==> src/rtl/shift_sequencer_pkg.sv <==
// shift_sequencer_pkg
//   Shared definitions for the multi-cycle shift sequencer and its
//   single-bit shifter stage: the 2-bit shifter control encoding and the
//   sequencer state encoding.
package shift_sequencer_pkg;

    // Control word applied to nBitShifter.c
    localparam logic [1:0] SH_LEFT  = 2'b00;  // shift left 1, LSB <- 0
    localparam logic [1:0] SH_PASS  = 2'b01;  // pass through
    localparam logic [1:0] SH_RIGHT = 2'b10;  // logical shift right 1, MSB <- 0
    localparam logic [1:0] SH_ZERO  = 2'b11;  // force all zeros

    typedef enum logic [1:0] {
        S_IDLE  = 2'b00,
        S_SHIFT = 2'b01,
        S_DONE  = 2'b10
    } state_t;

endpackage

==> src/rtl/shift_sequencer_nbitshifter.sv <==
// nBitShifter
//   Combinational single-position shifter stage.
// Ports:
//   Fout  in  n  value to be shifted (the sequencer's working register)
//   c     in  2  control: 00 left, 01 pass, 10 logical right, 11 zero
//   F     out n  shifted result
module nBitShifter
    import shift_sequencer_pkg::*;
#(
    parameter int n = 4
) (
    input  logic [n-1:0] Fout,
    input  logic [1:0]   c,
    output logic [n-1:0] F
);

    always_comb begin
        F = '0;
        case (c)
            SH_LEFT:  F = {Fout[n-2:0], 1'b0};
            SH_PASS:  F = Fout;
            SH_RIGHT: F = {1'b0, Fout[n-1:1]};
            default:  F = '0;
        endcase
    end

endmodule

==> src/rtl/shift_sequencer.sv <==
// shift_sequencer
//   Drives a single-bit shifter once per cycle, feeding its output back into
//   a working register until the requested shift amount is reached, then
//   presents the result on a registered port with a one-cycle done pulse.
// Ports:
//   clk         in  1   rising-edge clock
//   rst_n       in  1   asynchronous active-low reset
//   start       in  1   request, sampled only while idle
//   din         in  N   operand, captured on an accepted start
//   amt         in  AW  unsigned shift amount, captured with din
//   dir         in  1   0 = left, 1 = logical right, captured with din
//   busy        out 1   high while shifting or presenting the result
//   done        out 1   one-cycle pulse, dout valid in the same cycle
//   dout        out N   result register, held until the next done
//   shift_ctrl  out 2   control currently applied to the shifter
module shift_sequencer
    import shift_sequencer_pkg::*;
#(
    parameter int N  = 4,
    parameter int AW = 3
) (
    input  logic          clk,
    input  logic          rst_n,
    input  logic          start,
    input  logic [N-1:0]  din,
    input  logic [AW-1:0] amt,
    input  logic          dir,
    output logic          busy,
    output logic          done,
    output logic [N-1:0]  dout,
    output logic [1:0]    shift_ctrl
);

    state_t        state;
    state_t        state_next;
    logic [N-1:0]  work;
    logic [N-1:0]  work_next;
    logic [N-1:0]  shifted;
    logic [AW-1:0] cnt;
    logic          shift_right;
    logic          zfill;
    logic          accept;

    assign accept = (state == S_IDLE) && start;

    nBitShifter #(
        .n (N)
    ) u_shifter (
        .Fout (work),
        .c    (shift_ctrl),
        .F    (shifted)
    );

    // The shifter output is the next working value, except on the accept
    // edge where the operand is loaded instead.
    assign work_next = accept ? din : shifted;

    // State register
    always_ff @(posedge clk or negedge rst_n) begin
        if (!rst_n) begin
            state <= S_IDLE;
        end else begin
            state <= state_next;
        end
    end

    // Next-state and shifter control decode; control depends only on
    // registered state so there is no input-to-output path.
    always_comb begin
        state_next = state;
        shift_ctrl = SH_PASS;
        case (state)
            S_IDLE: begin
                if (start) begin
                    state_next = (amt == '0) ? S_DONE : S_SHIFT;
                end
            end
            S_SHIFT: begin
                if (zfill) begin
                    shift_ctrl = SH_ZERO;
                end else begin
                    shift_ctrl = shift_right ? SH_RIGHT : SH_LEFT;
                end
                if (zfill || (cnt == AW'(1))) begin
                    state_next = S_DONE;
                end
            end
            S_DONE: begin
                state_next = S_IDLE;
            end
            default: begin
                state_next = S_IDLE;
            end
        endcase
    end

    // Working register, counter, captured controls and result register
    always_ff @(posedge clk or negedge rst_n) begin
        if (!rst_n) begin
            work        <= '0;
            cnt         <= '0;
            shift_right <= 1'b0;
            zfill       <= 1'b0;
            dout        <= '0;
        end else begin
            work <= work_next;
            if (accept) begin
                cnt         <= amt;
                shift_right <= dir;
                // Any shift of N or more positions clears the operand, so it
                // is done in one zeroing step instead of amt shifts.
                zfill       <= (32'(amt) >= N);
            end else if ((state == S_SHIFT) && !zfill) begin
                cnt <= cnt - AW'(1);
            end
            // work is overwritten on this same edge, so capture the value it
            // is about to take (the final shift result, or din when amt==0).
            if (state_next == S_DONE) begin
                dout <= work_next;
            end
        end
    end

    assign busy = (state != S_IDLE);
    assign done = (state == S_DONE);

endmodule

==> config.mk <==
export PLATFORM = sky130hd
export DESIGN_NAME = shift_sequencer
export DESIGN_NICKNAME = d
export VERILOG_FILES = /design/src/rtl/shift_sequencer_pkg.sv /design/src/rtl/shift_sequencer_nbitshifter.sv /design/src/rtl/shift_sequencer.sv
export SDC_FILE = /design/constraint.sdc
export NUM_CORES = 1
export LEC_CHECK = 0
export CAP_MARGIN = 40
export CORE_UTILIZATION = 48
export CTS_CLUSTER_DIAMETER = 120
export DETAILED_ROUTE_END_ITERATION = 7
export PLACE_DENSITY = 0.77
export SLEW_MARGIN = 20
export SYNTH_ARGS = -nofsm -noshare
export SYNTH_HDL_FRONTEND = slang
export SYNTH_HIERARCHICAL = 1
export SYNTH_SLANG_ARGS = --single-unit
==> constraint.sdc <==
create_clock -name clk -period 1.7 [get_ports clk]
set_input_delay 0.17 -clock clk [delete_from_list [all_inputs] [get_ports clk]]
set_output_delay 0.17 -clock clk [all_outputs]
set_load 0.02 [all_outputs]
==> After elaboration in Yosys (flattened, before gate mapping) <==
Index checks and enable logic that the tools add are counted.
{ "word_totals": {"word_cells": 34, "inputBits": 11, "register_bits": 15} }
{ "classes": {"n_lt_le_gt_ge": 1, "addsub": 1, "n_reduce_logical": 9, "mux": 11, "n_eq_ne": 6} }
{ "op_table": {"columns": ["op", "count"], "rows": [
  ["$mux 2", 6],
  ["$pmux 4 s3", 1],
  ["$eq 2x2->1 const B", 3],
  ["$mux 3", 2],
  ["$eq 2x1->1 const B", 2],
  ["$logic_not 2->1", 2],
  ["$mux 4", 1],
  ["$pmux 2 s2", 1],
  ["$reduce_bool 2->1", 2],
  ["$eq 3x1->1 const B", 1],
  ["$ge 3x3->1 const B", 1],
  ["$logic_not 3->1", 1],
  ["$sub 3x1->3 const B", 1],
  ["$logic_and 1x1->1", 2],
  ["$logic_not 1->1", 1],
  ["$logic_or 1x1->1", 1]
]} }

==> Logic depth before layout (Yosys ltp) <==
{ "logic_depth": {"depth_word": 6, "depth_mapped": 7, "mapped_depth_nobuf": 6} }

==> Cells and area by module <==
The synthesis kept the hierarchy.
{ "by_module_without_submodules": {"columns": ["mod", "cells_per_inst", "instances", "area_per_inst_um2"], "rows": [
  ["shift_sequencer", 79, 1, 752.0],
  ["nBitShifter", 12, 1, 80.1]
]} }

==> Worst setup path after synthesis <==
OpenSTA, ideal clock, no wires.
{ "synth_path": {"path_type": "reg-to-reg", "startpoint": "register state[1]", "endpoint": "register dout[1]", "setup_time_ns": 0.133, "synth_period_minus_slack_ns": 1.843, "slack_ns": -0.143, "arrival_time_ns": 1.711, "path_stages_with_launch": 8, "required_ns": 1.567, "path_cell_list": "dfrtp_1 > nand2b_1 > nor2_1 > clkbuf_2 > mux2i_1 > o21ai_1 > a211oi_1 > a311oi_1"} }
{ "synth_between": {"elab_chain_cells": 5} }
{ "synth_lines": {"columns": ["item", "line", "source"], "rows": [
  ["from (decl)", "shift_sequencer.sv:34", "state_t state;"],
  ["from (signal assigned)", "shift_sequencer.sv:63", "state <= state_next;"],
  ["$eq 2x1->1 (*)", "shift_sequencer.sv:72", "case (state)"],
  ["$mux 2 (*)", "shift_sequencer.sv:72", null],
  ["net shift_ctrl[1]", "shift_sequencer.sv:31", "output logic [1:0] shift_ctrl"],
  ["$eq 2x2->1 (tied with other cells)", "shift_sequencer_nbitshifter.sv:19", "case (c)"],
  ["$pmux 4 s3 (*)", "shift_sequencer_nbitshifter.sv:19", null],
  ["net shifted[1]", "shift_sequencer.sv:38", "logic [N-1:0] shifted;"],
  ["$mux 4 (*)", "shift_sequencer.sv:56", "assign work_next = accept ? din : shifted;"],
  ["to (signal assigned)", "shift_sequencer.sv:119", "dout <= work_next;"],
  ["to (decl)", "shift_sequencer.sv:30", "output logic [N-1:0] dout,"]
]} }
The timed path passes the listed nets; every way through them passes the cells marked *.
A chain may end at the register's enable or synchronous reset.

==> Final worst setup path <==
{ "layout_path": {"startpoint": "register state[1]", "endpoint": "register dout[0]"} }
{ "layout_between": {"elab_chain_cells": 5} }
{ "layout_lines": {"columns": ["item", "line"], "rows": [
  ["$eq 2x1->1", "shift_sequencer.sv:72"],
  ["$mux 2", "shift_sequencer.sv:72"],
  ["$eq 2x2->1 (tied with other cells)", "shift_sequencer_nbitshifter.sv:19"],
  ["$pmux 4 s3", "shift_sequencer_nbitshifter.sv:19"],
  ["$mux 4", "shift_sequencer.sv:56"]
]} }
Parallel ways exist; a longest one is shown, timed or not.

==> results.py <==
metrics = {
    "run_status": {
        "status": "finished, violations left",
        "violations": "DRC",
    },
    "floorplanning": {
        "start_util": 0.534,
        "chipHeight_um": 43.6,
        "io_pins": 19,
        "row_count": 14,
        "dieArea_sq_um": 1900,
        "die_w_um": 43.6,
        "coreArea_sq_um": 1560,
    },
    "logic_synthesis": {
        "synth_edf_count": 0,
        "ys_ff_latch": 15,
        "yosys_warnings": 6,
        "synth.most_common_cell": "nand2_1",
        "synth.largest_area_cell": "dfrtp_1",
        "synth_nets": 104,
        "netlist_area_sq_um": 832,
        "synth_top_area_frac": 0.451,
        "synthFlopType": "dfrtp_1",
        "syn_area_per_cell_sq_um": 9.14,
        "synth_common_cells": "19 x nand2_1, 15 x dfrtp_1, 9 x inv_1",
        "syn_inst": 91,
        "synthArstFlopShare": 1.00,
        "yosys-top-cells-area": "dfrtp_1 45%, nand2_1 8.6%, mux2i_1 4.8%",
        "synth_seq_area_share": 0.451,
        "ys_types": 29,
    },
    "timing": {
        "max_freq_mhz": 605,
        "hold_viol": 0,
        "fin_crit_sh": 0.972,
        "slew_headroom": 0.820,
        "skew_ps": 1.10,
        "finalMaxSlewViolations": 0,
        "finalSetupTns_ps": 0,
        "finalSetupViolCount": 0,
        "period_minus_slack_ps": 1650,
        "worstMarginPinSlew_ps": 268,
        "grt_setup_unrepaired": "no",
    },
    "drt": {
        "drtIter0Drc": 15,
        "first_pass_iters": 6,
        "drc": 1,
        "routedWlPerCell_um": 14.2,
        "viasPerCell": 5.40,
        "final_antenna_net_count": 0,
        "routed_wl_mm": 1.92,
        "vias": 729,
    },
    "hold_path": {
        "min_path_type": "in -> async",
    },
    "power": {
        "powerDensity_nw_per_um2": 1850,
        "irDropWorstVdd_mv": 1.19,
        "power_uw": 2080,
        "leakage_uw": 0.000530,
    },
    "critical_path": {
        "cp.required_ps": 1870,
        "cp_top_family": "simple AND/OR/NAND/NOR gates",
        "start_kind": "register",
        "ff2ff_path_depth": 4,
        "r2r_end": "dout[0]",
        "crit_slowest_cell": "dfrtp_1",
        "crit_buf_inv": 1,
        "reg2reg_from": "state[1]",
        "end_kind": "register",
        "setup.worst_path.class": "reg -> reg",
        "r2r_setup_slack_ps": 50,
        "cp.arrival_ps": 1830,
        "cp_cell_sequence": "buf_4 > or3b_4 > or2_4 > a311oi_1",
        "crit_fanout": 5,
        "slowest_delay_ps": 420,
    },
    "placed_design": {
        "hpwl_mm": 1.43,
        "port_buffers": 18,
        "gp_congestion": 0.756,
    },
    "cells_and_area": {
        "fill_cells": 131,
        "multiInputGateArea_sq_um": 422,
        "seq_area_sq_um": 375,
        "drive_above_1_share": 0.176,
        "nNetsFinal": 133,
        "diodes": 0,
        "area_growth_pct": 34.9,
    },
    "global_route": {
        "grt_usage": 0.240,
        "grt_pass1_wl_mm": 3.40,
        "grt_max_degree": 16,
        "gr-total-overflow": 0,
        "antenna_found_initial": 0,
        "grt_pass1_vias": 774,
    },
    "clocking": {
        "cts_setup_buffers": 0,
        "numClockSinks": 15,
        "clockBufferDepth": 2,
        "cts_buffers": 3,
        "cts_max_level": 1,
        "worstSkewPairLatency_ps": 280,
        "ctsHoldBuffers": 0,
        "path_clk_slew_ps": 100,
        "root_buffer": "clkbuf_4",
        "tritoncts": "yes",
    },
    "job": {
        "cap_violations": 0,
    },
}
[report_power, final]
part	switching (uW)	leakage [uW]	internal (uW)
Sequential	115	0.000182	532
Combinational	665	0.000330	563
Clock	120	0.0000177	87.1
Total	899	0.000530	1180
[per-layer routing]
| layer | vias up | GRT usage | part of all wire |
|---|---|---|---|
| li1 | 371 | - | - |
| met1 | 345 | 0.330 | 0.46 |
| met2 | 11 | 0.403 | 0.50 |
| met3 | 2 | 0.0250 | 0.028 |
| met4 | 0 | 0.0625 | 0.0031 |
| met5 | - | 0 | 0 |
[through the flow]
stage               instance area [sq um]  cells  hold WS (ps)   util  setup WS, ps
CTS                                  1120    135           191  0.716          1.65
floorplan                             840     91          -126      -          23.2
finish                               1120    135           191  0.720          47.3
detailed placement                   1090    131           486  0.701          4.28
global route                         1120    135           216  0.720          2.71
global placement                     1090    131           466  0.701          76.0
[kinds of logic after synthesis]
| logic type | after synthesis | share of synthesized area |
|---|---|---|
| AND/OR/NAND/NOR | 39 | 0.242 |
| AO/OA/AOI/OAI | 17 | 0.147 |
| flip-flops | 15 | 0.451 |
| buffers and inverters | 12 | 0.0571 |
| multiplexers | 5 | 0.0617 |
| adder cells (fa/ha/maj) | 2 | 0.0301 |
| XOR/XNOR | 1 | 0.0105 |
[flip-flops by register name, summed over array words and instances, names as in the netlist]
signal and cells:
state 2, shift_right 1, cnt 3, work 4, dout 4, zfill 1
[worst max path at each step]
stage	depth (start not counted)	slack [ps]	endpoint	start
CTS	3	2	shift_ctrl[0]	state[1]
detailed placement	4	4	dout[1]	start
global route	6	3	dout[1]	state[1]
floorplan	7	20	dout[1]	state[1]
finish	4	50	dout[0]	state[1]
global placement	4	80	dout[2]	start
[area by class of cell]
| class | instances | area share |
|---|---|---|
| inverters | 9 | 0.0301 |
| clock inverters | 1 | 0.00446 |
| multi-input cells | 64 | 0.376 |
| clock buffers | 3 | 0.0201 |
| repair buffers | 27 | 0.217 |
| well taps | 16 | 0.0178 |
| flip-flops and latches | 15 | 0.334 |
[placed cells by master (no fill, tap or decap), types with 2 or more instances in the layout]
cell / count
dlygate4sd2_1: 3
a311oi_1: 4
inv_1: 8
a211oi_1: 4
nand3b_1: 3
dfrtp_1: 15
nor3b_2: 2
buf_4: 9
ha_1: 2
mux2i_1: 4
o21ai_0: 2
nor3_1: 4
clkdlybuf4s50_1: 14
o21ai_1: 3
clkbuf_4: 3
nand2_1: 19
nand2b_1: 2
nor2_1: 3
[repair_timing]
item / 4_1_cts / 5_1_grt
resized for setup: 4 / 3
setup endpoints to repair: 4 / 3
pin swaps: 0 / 0
[worst reg2reg max path: stages (launching register included)]
cell	delay, ps
dfrtp_1	420
buf_4	170
or3b_4	370
or2_4	280
a311oi_1	310
Power figures use the tool's default switching activity.
